$ cat config.mk
export PLATFORM = sky130hd
export DESIGN_NAME = tomasulo_rob
export DESIGN_NICKNAME = d
export VERILOG_FILES = /design/src/rtl/tomasulo_rob.sv
export SDC_FILE = /design/constraint.sdc
export NUM_CORES = 1
export LEC_CHECK = 0
export BUFFER_PORTS_ARGS = -buffer_cell sky130_fd_sc_hd__buf_2
export CAP_MARGIN = 20
export CORE_ASPECT_RATIO = 0.75
export CORE_MARGIN = 2
export CORE_UTILIZATION = 45
export DETAILED_ROUTE_END_ITERATION = 12
export PLACE_DENSITY = 0.73
export SYNTH_ARGS = -nofsm -noshare
export SYNTH_HDL_FRONTEND = slang
export SYNTH_SLANG_ARGS = --single-unit
$ cat constraint.sdc
create_clock -name clk1 -period 3.96 [get_ports clk1]
set_input_delay 0.792 -clock clk1 [delete_from_list [all_inputs] [get_ports clk1]]
set_output_delay 0.792 -clock clk1 [all_outputs]
set_load 0.005 [all_outputs]
$ cat src/rtl/tomasulo_rob.sv
// rtl/tomasulo_rob.sv - parametrised in-order-retire reorder buffer with CDB capture and flush
// Optional ROB_CDB_BYPASS_EN: forward same-cycle CDB results onto the operand read ports.
module tomasulo_rob #(
  parameter int DEPTH     = 8,
  parameter int TAG_W     = 3,
  parameter int DATA_W    = 16,
  parameter int REG_W     = 4,
  parameter int CDB_PORTS = 2
) (
  input  logic                        clk1,
  input  logic                        rst_n,
  input  logic                        alloc_valid,
  output logic                        alloc_ready,
  input  logic [REG_W-1:0]            alloc_dest,
  input  logic                        alloc_is_br,
  input  logic                        alloc_is_st,
  output logic [TAG_W-1:0]            alloc_tag,
  input  logic [CDB_PORTS-1:0]        cdb_valid,
  input  logic [CDB_PORTS*TAG_W-1:0]  cdb_tag,
  input  logic [CDB_PORTS*DATA_W-1:0] cdb_data,
  input  logic [CDB_PORTS-1:0]        cdb_mispred,
  input  logic [TAG_W-1:0]            rd0_tag,
  input  logic [TAG_W-1:0]            rd1_tag,
  output logic                        rd0_ready,
  output logic                        rd1_ready,
  output logic [DATA_W-1:0]           rd0_data,
  output logic [DATA_W-1:0]           rd1_data,
  output logic                        commit_valid,
  input  logic                        commit_ready,
  output logic [TAG_W-1:0]            commit_tag,
  output logic [REG_W-1:0]            commit_dest,
  output logic [DATA_W-1:0]           commit_data,
  output logic                        commit_is_st,
  output logic                        flush,
  output logic [TAG_W:0]              count
);

  logic [DEPTH-1:0]  busy, done, mispred, is_br, is_st;
  logic [REG_W-1:0]  dest [DEPTH];
  logic [DATA_W-1:0] data [DEPTH];
  logic [TAG_W-1:0]  head, tail;
  logic [TAG_W:0]    count_q;
  logic              flush_q;

  logic              alloc_fire, commit_fire, do_flush;
  logic [DEPTH-1:0]  cdb_hit, cdb_misp, cdb_we;
  logic [DATA_W-1:0] cdb_wdata [DEPTH];

  assign alloc_ready  = (count_q < (TAG_W+1)'(DEPTH)) & ~flush_q;
  assign alloc_fire   = alloc_valid & alloc_ready;
  assign alloc_tag    = tail;
  assign commit_valid = busy[head] & done[head];
  assign commit_fire  = commit_valid & commit_ready;
  assign do_flush     = commit_fire & mispred[head];
  assign commit_tag   = head;
  assign commit_dest  = dest[head];
  assign commit_data  = data[head];
  assign commit_is_st = is_st[head];
  assign flush        = flush_q;
  assign count        = count_q;

  // Per-entry CDB match; scanning ports high to low lets the lowest index win.
  always_comb begin
    for (int i = 0; i < DEPTH; i++) begin
      cdb_hit[i]   = 1'b0;
      cdb_misp[i]  = 1'b0;
      cdb_wdata[i] = '0;
      for (int p = CDB_PORTS-1; p >= 0; p--) begin
        if (cdb_valid[p] && (cdb_tag[p*TAG_W +: TAG_W] == TAG_W'(i))) begin
          cdb_hit[i]   = 1'b1;
          cdb_misp[i]  = cdb_mispred[p];
          cdb_wdata[i] = cdb_data[p*DATA_W +: DATA_W];
        end
      end
      cdb_we[i] = cdb_hit[i] & busy[i] & ~done[i] & ~flush_q;
    end
  end

  always_ff @(posedge clk1 or negedge rst_n) begin
    if (!rst_n) begin
      busy    <= '0;
      done    <= '0;
      mispred <= '0;
      is_br   <= '0;
      is_st   <= '0;
      head    <= '0;
      tail    <= '0;
      count_q <= '0;
      flush_q <= 1'b0;
    end else begin
      flush_q <= do_flush;
      if (do_flush) begin
        busy    <= '0;
        head    <= '0;
        tail    <= '0;
        count_q <= '0;
      end else begin
        for (int i = 0; i < DEPTH; i++) begin
          if (cdb_we[i]) begin
            done[i]    <= 1'b1;
            mispred[i] <= cdb_misp[i] & is_br[i];
          end
        end
        if (commit_fire) begin
          busy[head] <= 1'b0;
          head       <= head + 1'b1;
        end
        // The tail entry is never busy, so a CDB hit on it cannot collide here.
        if (alloc_fire) begin
          busy[tail]    <= 1'b1;
          done[tail]    <= 1'b0;
          mispred[tail] <= 1'b0;
          is_br[tail]   <= alloc_is_br;
          is_st[tail]   <= alloc_is_st;
          tail          <= tail + 1'b1;
        end
        count_q <= count_q + (TAG_W+1)'(alloc_fire) - (TAG_W+1)'(commit_fire);
      end
    end
  end

  always_ff @(posedge clk1) begin
    for (int i = 0; i < DEPTH; i++) begin
      if (cdb_we[i]) data[i] <= cdb_wdata[i];
    end
    if (alloc_fire) dest[tail] <= alloc_dest;
  end

  logic [TAG_W-1:0]  rd_tag [2];
  logic              rd_rdy [2];
  logic [DATA_W-1:0] rd_dat [2];

  assign rd_tag[0] = rd0_tag;
  assign rd_tag[1] = rd1_tag;

  always_comb begin
    for (int r = 0; r < 2; r++) begin
      rd_rdy[r] = busy[rd_tag[r]] & done[rd_tag[r]];
      rd_dat[r] = data[rd_tag[r]];
`ifdef ROB_CDB_BYPASS_EN
      if (!rd_rdy[r] && busy[rd_tag[r]] && cdb_hit[rd_tag[r]] && !flush_q) begin
        rd_rdy[r] = 1'b1;
        rd_dat[r] = cdb_wdata[rd_tag[r]];
      end
`endif
    end
  end

  assign rd0_ready = rd_rdy[0];
  assign rd1_ready = rd_rdy[1];
  assign rd0_data  = rd_dat[0];
  assign rd1_data  = rd_dat[1];

endmodule
# [Word level (Yosys, flattened, before mapping)]
# Memories as Yosys holds them, arrays and structs flattened.
# Index checks and enable logic that the tools add are counted.
[word_totals] ff_bits=51 ram_bits=160 in_bits=58 output_inout_bits=68 wordCells=245 memories=2
[memory_table] memory="data" depth=8 word_bits=16 rd=3 rd_ports_with_merged_regs=0 wr=8 line_no="40" rtl="logic [DATA_W-1:0] data [DEPTH];"
[memory_table] memory="dest" depth=8 word_bits=4 rd=1 rd_ports_with_merged_regs=0 wr=1 line_no="39" rtl="logic [REG_W-1:0] dest [DEPTH];"
[op_classes] addsub=4 n_lt_le_gt_ge=7 n_eq_ne=14 muxes=131 n_bitwise=55 reduce_logical=23
[op_table] op="16-bit two-way mux" n=16
[op_table] op="1-bit two-way mux" n=92
[op_table] op="8-bit two-way mux" n=6
[op_table] op="1-bit bitwise AND" n=39
[op_table] op="8-bit bitwise AND" n=3
[op_table] op="1-bit binary-select mux with 3-bit select" n=8
[op_table] op="3-bit equality test, second input constant" n=8
[op_table] op="1-bit logical AND" n=18
[op_table] op="8-bit bitwise mux" n=2
[op_table] op="3-bit by 4-bit less-than comparator with 1-bit output, second input constant" n=4
[op_table] op="8-bit NOT" n=2
[op_table] op="3-bit by 2-bit equality test with 1-bit output, second input constant" n=4
[op_table] op="3-bit two-way mux" n=4
[op_table] op="1-bit NOT" n=10
[op_table] op="8-bit OR" n=1
[op_table] op="3-bit by 1-bit adder with 3-bit output, second input constant" n=2
[op_table] op="1-bit demux with 3-bit select" n=2
[op_table] op="3-bit by 1-bit equality test with 1-bit output, second input constant" n=2
[op_table] op="3-bit by 1-bit greater-or-equal comparator with 1-bit output, second input constant" n=2
[op_table] op="3-bit logical NOT" n=2
[op_table] op="4-bit by 1-bit adder with 4-bit output" n=1
[op_table] op="4-bit less-than comparator, second input constant" n=1
[op_table] op="4-bit two-way mux" n=1
[op_table] op="2-bit nonzero test" n=2
[op_table] op="other kinds (2)" n=2

# [Longest topological paths before layout]
# Gate-level depths: netlist of the first run.
[logic_depth] word_depth=11 mapped_depth=13

# [Least setup slack after synthesis of the first run]
# OpenSTA, ideal clock, no wires.
[synth_path] path_kind="in2out" start="input port rd0_tag[0]" end="output port rd0_data[0]" arrival_time_ns=2.165 setup_slack_ns=1.003 stages=4 n_path_buf=2 path_cell_list="clkbuf_1 -> buf_2 -> mux4_2 -> mux2_2"
[synth_via] elab_chain_len=1
[synth_lines] item="start: declaration" line_no="22" rtl="input logic [TAG_W-1:0] rd0_tag,"
[synth_lines] item="memory 8 x 16 bit"
[synth_lines] item="end: declaration" line_no="26" rtl="output logic [DATA_W-1:0] rd0_data,"
# No other way between the ends.

# [Worst setup path after layout of the first run]
[layout_path] start="register head[2] (netlist: commit_tag[2])" end="output port commit_data[10]"
[layout_via] elab_chain_len=1
[layout_lines] item="start: declaration" line_no="41" rtl="logic [TAG_W-1:0] head, tail;"
[layout_lines] item="start signal: assignment" line_no="106" rtl="head <= head + 1'b1;"
[layout_lines] item="memory 8 x 16 bit"
[layout_lines] item="end: declaration" line_no="32" rtl="output logic [DATA_W-1:0] commit_data,"
# No other way between the ends.

==> results of run 1 <==
sequential cells by signal (all words and copies together) (netlist names):
register and cells:
alloc_tag 3, busy 8, commit_tag 3, count 4
data 128, dest 32, done 8, flush 1
is_br 8, is_st 8, mispred 8
metrics by stage:
| step | instances | util | area, um^2 | hold WS [ps] |
|---|---|---|---|---|
| finish | 1400 | 0.526 | 14200 | 289 |
| floorplan | 942 | - | 12300 | 477 |
| global placement | 1357 | 0.497 | 13400 | 491 |
| global route | 1399 | 0.526 | 14200 | 332 |
| detailed placement | 1357 | 0.497 | 13400 | 501 |
| CTS | 1398 | 0.526 | 14200 | 298 |
power breakdown:
group          switching [W]  leakage, nW  internal, W
registers                  0         1.87      0.00237
logic               0.000194         2.73     0.000119
clock network       0.000909        0.388      0.00136
placed cells by master (no fill, tap or decap), drive strengths merged, types with 33 or more instances in the layout:
master  instances
buf           179
edfxtp        160
dfrtp          51
mux4           72
a21oi          35
a22oi          40
a22o          140
nor2           33
nand2          37
mux2           55
per-layer routing:
metal / wire length [um] / vias up / share of wire
li1: - / 4000 / -
met1: 15900 / 4802 / 0.38
met2: 18300 / 784 / 0.44
met3: 6130 / 135 / 0.15
met4: 1600 / 2 / 0.038
met5: 13 / - / 0.00031
kinds of logic (layout without fill, tap and decap cells):
group | count (synthesis) | after routing | share of synthesized area
muxes | 146 | 146 | 0.199
and+or+nand+nor | 142 | 142 | 0.0613
buffers and inverters | 144 | 249 | 0.0480
AOI/OAI and AO/OA | 288 | 288 | 0.188
adders and majority gates | 7 | 7 | 0.00772
other | 0 | 2 | 0
DFF | 211 | 211 | 0.494
xor gates and xnor gates | 4 | 4 | 0.00285
worst paths after layout:
path,from,to,slack (ps),cells past startpoint
worst min-delay path,rst_n,commit_tag[0],290,1
worst max-delay path,commit_tag[2],commit_data[10],280,6
max in group asynchronous,rst_n,busy[6],2860,2
min in group clk1,is_st[2],is_st[2],510,1
worst max register to register,commit_tag[1],count[1],840,9
worst min register to register,is_st[2],is_st[2],510,1
cell type report:
cell class / instances / area [um^2] / share of cell area
multi-input combinational: 587 / 5690 / 0.401
inverter: 29 / 114 / 0.00803
tap: 351 / 439 / 0.0310
clock inverter: 11 / 139 / 0.00980
timing repair buffer: 179 / 1060 / 0.0745
sequential: 211 / 6080 / 0.429
antenna: 2 / 5.00 / 0.000353
clock buffer: 30 / 654 / 0.0462
==> summary.md, run 1 <==
| Metric | Value |
|---|---|
| Status | finished clean |
| CTS Sinks | 211 |
| Post-DRT Antenna Nets | 0 |
| Vias | 9723 |
| Yosys top cell area share | 0.390 |
| Critical path cell sequence | inv_1 -> and3_1 -> buf_4 -> a222oi_1 -> o221ai_1 -> buf_2 |
| Element type at the critical path start | register |
| TritonCTS Buffers | 23 |
| RSZ-0062 raised after global routing | no |
| Final Hold Fails | 0 |
| Mean post-synth cell area | 13.1 um^2 |
| First-pass GRT wire length | 61600 um |
| Layout cells sized above 1 | 0.341 |
| First drt pass iteration count | 7 |
| Peak supply drop | 0.280 mV |
| Placer Congestion | 0.906 |
| CP peak stage delay | 680 ps |
| Layout Skew | 18.6 ps |
| Post-layout min period | 3680 ps |
| DRC violations left | 0 |
| Fmax | 0.272 GHz |
| Nets | 1096 |
| Slew headroom | 0.258 |
| TritonCTS clock tree | yes |
| Leak pwr | 4.98 nW |
| Largest area contributor in the netlist | edfxtp_1 |
| Post-synth top cells | edfxtp_1 (160), a22o_1 (140), mux4_2 (72), clkbuf_1 (55) |
| Port Buffers | 125 |
| Grt peak-use layer | met2 |
| Top cells by area, synth | edfxtp_1 (39%), mux4_2 (13%), dfrtp_1 (10%) |
| Syn Std Cell Area | 0.0123 mm^2 |
| Yosys reg bits | 211 |
| Crit share post-route | 0.930 |
| Iter 0 DRT Violations | 1431 |
| Grt met2 use | 0.437 |
| Largest delay contributor family on the critical path | buffers and inverters |
| Top_reg_cell synth | edfxtp_1 |
| Sequential area share after synthesis | 0.494 |
| Crit path max fanout | 14 |
| Met1 Use GR | 0.394 |
| DR vias/cell | 6.95 |
| H-tree lvl count | 1 |
| Worst EP required | 3170 ps |
| Dpl ws | 871 ps |
| Die ar. | 0.0287 mm^2 |
| Initial Utilization | 0.457 |
| Synth warn | 0 |
| Top-count cell post-synth | edfxtp_1 |
| DPL Wire Length | 27700 um |
| Power Total | 0.00496 W |
| Max Cap Violations | 0 |
| Slowest-stage cell, CP | dfrtp_1 |
| Die H | 147 um |
| Initial antenna violation count | 3 |
| IO Count | 126 |
| # setup viols final | 0 |
| Pin count of the biggest net entering global routing | 35 |
| Final Max Slew Viols | 0 |
| Met3 GRT Util | 0.0985 |
| Crit path DAT | 2890 ps |
| HP Class | in2async |
| Unique masters post-synth | 60 |
| Vias in the first global route | 9683 |
| Power per cell area | 350 mW/mm^2 |
| Post-Syn Instances | 942 |
| GRT overflow | 0 |
| DR WL/cell | 30.0 um |
| Mapped Nets | 1007 |
| Setup TNS | 0 ps |
| Bufs and invs on worst path | 3 |
| Ys async rst share | 0.242 |
| # resized after CTS | 0 |
| Final worst slack | 277 ps |
| Kind of critical path | reg2out |
| Clock root buffer master | clkbuf_16 |
| FP Rows | 52 |
| Clock transition at path regs | 70 ps |
| Clock latency on the worst-skew pair | 520 ps |
| WL final | 41900 um |
| Crit path capture type | primary output |
| Slew @ Worst Pin | 1110 ps |
| Die width | 195 um |
| Core area | 0.0269 mm^2 |
| Area growth from synthesis to layout | 15.1% |
| Fillers | 2315 |
| CTS Hold Bufs | 0 |
| Post-CTS setup buffer count | 0 |
| Global Route Usage Sum | 0.290 |
| EDFF count, synth | 160 |
| Longest Clk Path Bufs | 3 |
Power figures use the tool's default switching activity.
==> inputs of run 2 (changes only) <==
--- a/config.mk
+++ b/config.mk
@@ -8,9 +8,10 @@
 export BUFFER_PORTS_ARGS = -buffer_cell sky130_fd_sc_hd__buf_2
 export CAP_MARGIN = 20
 export CORE_ASPECT_RATIO = 0.75
-export CORE_MARGIN = 2
+export CORE_MARGIN = 4
 export CORE_UTILIZATION = 45
 export DETAILED_ROUTE_END_ITERATION = 12
+export HOLD_SLACK_MARGIN = 0.06
 export PLACE_DENSITY = 0.73
 export SYNTH_ARGS = -nofsm -noshare
 export SYNTH_HDL_FRONTEND = slang
==> summary.md, run 2 (synthesis gave the netlist of run 1 again) <==
| Metric | Value |
|---|---|
| Non-filler instance count after layout | 1400 |
| Fmax | 0.265 GHz |
| Iter 0 DRT Violations | 1315 |
| Area growth from synthesis to layout | 14.3% |
| RSZ-0062 raised after global routing | no |
| Max Cap Violations | 0 |
| Leading cell types in the layout, fill and taps excluded | edfxtp_1 (160), a22o_1 (140), buf_2 (125) |
| GRT overflow | 0 |
| Die ar. | 0.0301 mm^2 |
| Clock transition at path regs | 60 ps |
| TritonCTS Buffers | 23 |
| Slew headroom | 0.232 |
| Slew @ Worst Pin | 1150 ps |
| Registers with the most flip-flops | data (128), dest (32) |
| Most common cell after layout, fill and taps aside | edfxtp_1 |
| Post-DRT Antenna Nets | 0 |
| Post-layout min period | 3770 ps |
| DR vias/cell | 6.94 |
| Nets | 1096 |
| TritonCTS clock tree | yes |
| Clock latency on the worst-skew pair | 510 ps |
| FP Rows | 52 |
| CTS Hold Bufs | 0 |
| Worst EP required | 3170 ps |
| Vias | 9717 |
| DPL Wire Length | 27500 um |
| First-pass GRT wire length | 60900 um |
| Post-CTS setup buffer count | 0 |
| Element type at the critical path start | register |
| Cells after DPL | 1357 |
| Crit path DAT | 2980 ps |
| Global Route Usage Sum | 0.272 |
| Final Hold Fails | 0 |
| Reg2Reg Depth | 9 |
| CTS Sinks | 211 |
| Initial antenna violation count | 5 |
| Layout cells sized above 1 | 0.335 |
| Port Buffers | 125 |
| Largest register by flop count | data |
| Status | finished clean |
| Kind of critical path | reg2out |
| DR WL/cell | 29.7 um |
| Clock root buffer master | clkbuf_16 |
| WL final | 41600 um |
| Crit share post-route | 0.952 |
| Peak supply drop | 0.350 mV |
| Pin count of the biggest net entering global routing | 35 |
| Vias in the first global route | 9752 |
| Core area | 0.0269 mm^2 |
| # setup viols final | 0 |
| Initial Utilization | 0.457 |
| Setup TNS | 0 ps |
| Largest register FFs | 128 |
| Layout Skew | 8.75 ps |
| H-tree lvl count | 1 |
| Placer Congestion | 0.932 |
| HP Class | in2async |
| Crit path max fanout | 14 |
| Crit path capture type | primary output |
| Die H | 151 um |
| Leak pwr | 4.94 nW |
| # resized after CTS | 0 |
| Die width | 199 um |
| First drt pass iteration count | 6 |
| Power Total | 0.00472 W |
| DRC violations left | 0 |
| Power per cell area | 335 mW/mm^2 |
| Final Max Slew Viols | 0 |
| Longest Clk Path Bufs | 3 |
| IO Count | 126 |
==> run 2: cell count changes in the layout (fill, tap and decap cells not counted) <==
cell / change
bufinv_16: -2
clkinv_4: -1
clkbuf_16: -2
clkinv_2: -1
clkinv_1: +2
nor3b_2: +1
clkbuf_1: +4
nor3b_4: -1
==> run 2: through the flow <==
| step | hold slack [ps] | instance area, um^2 | setup WS, ps | utilization |
|---|---|---|---|---|
| floorplan | 477 | 12300 | 1000 | - |
| finish | 348 | 14100 | 189 | 0.522 |
| global route | 411 | 14100 | 140 | 0.522 |
| detailed placement | 503 | 13400 | 759 | 0.496 |
| global placement | 496 | 13400 | 857 | 0.496 |
| CTS | 367 | 14100 | 289 | 0.522 |
==> run 2: power breakdown <==
group	total [W]	leakage [nW]	switching (W)	internal (W)
sequential	0.00237	1.87	0	0.00237
combinational	0.000309	2.73	0.000190	0.000119
clock	0.00203	0.335	0.000878	0.00116
==> run 2: cell type report <==
class	count	area, um^2
Clock buffer	32	619
Clock inverter	9	72.6
Sequential cell	211	6080
Fill cell	2281	12900
Tap cell	351	439
Timing Repair Buffer	179	1060
Antenna cell	2	5.00
Inverter	29	114
Multi-Input combinational cell	587	5680
==> run 2: layer usage <==
layer / up-vias / global-route usage / share of wire
met1: 4794 / 0.361 / 0.37
met4: 10 / 0.0803 / 0.033
li1: 4006 / - / -
met2: 775 / 0.432 / 0.45
met3: 132 / 0.0872 / 0.14
met5: - / 0 / 0.0013
==> run 2: final timing paths <==
kind / startpoint / endpoint / slack, ps
setup reg to reg: commit_tag[1] / count[1] / 720
min in group clk1: is_br[3] / is_br[3] / 510
hold / removal: rst_n / done[3] / 350
hold reg to reg: is_br[3] / is_br[3] / 510
max in group asynchronous: rst_n / is_br[1] / 2830
setup / recovery: commit_tag[2] / commit_data[10] / 190
==> run 2: worst max-delay path: stages (launching register included) <==
cell and delay [ps]:
dfrtp_1 690, inv_1 330, and3_1 380, buf_4 280
a222oi_1 390, o221ai_1 220, buf_2 170
==> inputs of run 3 (changes only) <==
==> constraint.sdc (replaced) <==
create_clock -name clk1 -period 3.96 [get_ports clk1]
set_input_delay 0.396 -clock clk1 [delete_from_list [all_inputs] [get_ports clk1]]
set_output_delay 0.396 -clock clk1 [all_outputs]
set_load 0.005 [all_outputs]
==> summary.md, run 3 (synthesis gave the netlist of run 1 again) <==
| Metric | Value |
|---|---|
| Largest register by flop count | data |
| Area growth from synthesis to layout | 13.6% |
| Vias in the first global route | 9558 |
| Slew @ Worst Pin | 1110 ps |
| Iter 0 DRT Violations | 1587 |
| Crit path DAT | 3110 ps |
| First-pass GRT wire length | 61000 um |
| Max Cap Violations | 0 |
| IO Count | 126 |
| Final design utilization | 0.519 |
| Layout cells sized above 1 | 0.329 |
| DR WL/cell | 30.0 um |
| Clock root buffer master | clkbuf_16 |
| Reg2Reg Depth | 10 |
| Longest Clk Path Bufs | 3 |
| Largest delay contributor family on the critical path | simple AND/OR/NAND/NOR gates |
| Post-DRT Antenna Nets | 0 |
| Vias | 9741 |
| Fillers | 2309 |
| Final worst slack | 458 ps |
| Pin count of the biggest net entering global routing | 38 |
| Die ar. | 0.0301 mm^2 |
| Element type at the critical path start | register |
| Clock transition at path regs | 60 ps |
| # resized after CTS | 0 |
| Crit share post-route | 0.884 |
| Leading cell types in the layout, fill and taps excluded | edfxtp_1 (160), a22o_1 (140), buf_2 (125) |
| Clock latency on the worst-skew pair | 520 ps |
| Global Route Usage Sum | 0.273 |
| Fmax | 0.286 GHz |
| Kind of critical path | reg2out |
| Port Buffers | 125 |
| Slew headroom | 0.256 |
| Worst EP required | 3560 ps |
| Crit path capture type | primary output |
| Cells after DPL | 1344 |
| Placer Congestion | 0.905 |
| DPL Wire Length | 27400 um |
| Initial antenna violation count | 4 |
| FP Rows | 52 |
| Nets | 1083 |
| Leak pwr | 4.87 nW |
| Sequential share of power | 0.492 |
| WL final | 41600 um |
| Crit. path cell count | 6 |
| TritonCTS clock tree | yes |
| Layout Skew | 18.6 ps |
| Bufs and invs on worst path | 1 |
| Power Total | 0.00482 W |
| Clk network pwr share | 0.444 |
| Die width | 199 um |
| GRT overflow | 0 |
| Power per cell area | 345 mW/mm^2 |
| NetSw | 0.00107 W |
| Largest register FFs | 128 |
| Final Max Slew Viols | 0 |
| CP peak stage delay | 910 ps |
| HP Class | in2reg |
| CTS Sinks | 211 |
| Die H | 151 um |
| Initial Utilization | 0.457 |
| Slowest-stage cell, CP | nor2_1 |
| Status | finished clean |
| RSZ-0062 raised after global routing | no |
| Registers with the most flip-flops | data (128), dest (32) |
| # setup viols final | 0 |
| First drt pass iteration count | 8 |
| Setup TNS | 0 ps |
| Hold depth | 3 |
| Critical path cell sequence | nand2_1 -> nor2_1 -> a22oi_1 -> o311ai_0 -> a221o_1 -> buf_2 |
| DRC violations left | 0 |
| Non-filler instance count after layout | 1385 |
| Final Hold Fails | 0 |
| H-tree lvl count | 1 |
| TritonCTS Buffers | 22 |
| Internal power | 0.00375 W |
| Peak supply drop | 0.274 mV |
| Switching Fraction | 0.223 |
| Dpl ws | 971 ps |
| DR vias/cell | 7.03 |
| Comb power frac | 0.063 |
| Core area | 0.0269 mm^2 |
| Crit path max fanout | 16 |
| Most common cell after layout, fill and taps aside | edfxtp_1 |
| Post-layout min period | 3500 ps |
## run 3: cell count changes in the layout (fill, tap and decap cells not counted), moves of 2 or more
cell / previous run / this run
bufinv_16: 1 / 3
buf_12: 2 / 0
clkbuf_1: 8 / 5
clkinvlp_4: 1 / 3
buf_4: 52 / 41
## run 3: through the flow
step / instance area (um^2) / hold slack (ps)
2_1_floorplan: 12300 / 100
3_3_place_gp: 13300 / 318
3_5_place_dp: 13300 / 319
4_1_cts: 14000 / 167
5_1_grt: 14000 / 198
6_report: 14000 / 174
## run 3: power by group through the flow
stage               Combinational (W)  Clock, W  Sequential [W]
floorplan                    0.000182         0         0.00242
global placement             0.000292         0         0.00242
detailed placement           0.000297         0         0.00242
CTS                          0.000299   0.00215         0.00237
global route                 0.000322   0.00224         0.00237
finish                       0.000305   0.00214         0.00237
## run 3: path summary, 6_finish.rpt
kind,start,to,slack (ps)
worst min register to register,is_br[3],is_br[3],520
min in group asynchronous,rst_n,count[0],320
worst max-delay path,commit_tag[2],commit_data[3],460
worst max register to register,commit_tag[2],count[2],910
max in group asynchronous,rst_n,is_br[7],2820
worst min-delay path,alloc_valid,alloc_tag[1],170
## run 3: layout make-up
cell class                 instances  area (um^2)  area share
timing repair buffer             167          943      0.0674
clock inverter                    11          135     0.00966
inverter                          29          114     0.00814
antenna                            1         2.50    0.000179
multi-input combinational        587         5680       0.406
sequential                       211         6080       0.435
tap                              351          439      0.0314
clock buffer                      28          594      0.0425
## run 3: routing by layer
layer,share of wire,track usage
met3,0.15,0.0827
met4,0.039,0.0841
met1,0.38,0.386
met5,0.00096,0
met2,0.43,0.407
## run 3: worst reg2reg max path, delay by kind of cell, from the launching register on
family                   cells  cell delay (ps)
XOR/XNOR                     1              160
AND/OR/NAND/NOR              2              210
adder cells (fa/ha/maj)      3              930
buffers and inverters        3              570
flip-flops                   1              730
AO/OA/AOI/OAI                1              320
## run 3: timing repair
item                                   in CTS  in global routing
buffers inserted                            0                  0
endpoints found under the hold margin      14                  0
hold buffers                                1                  0
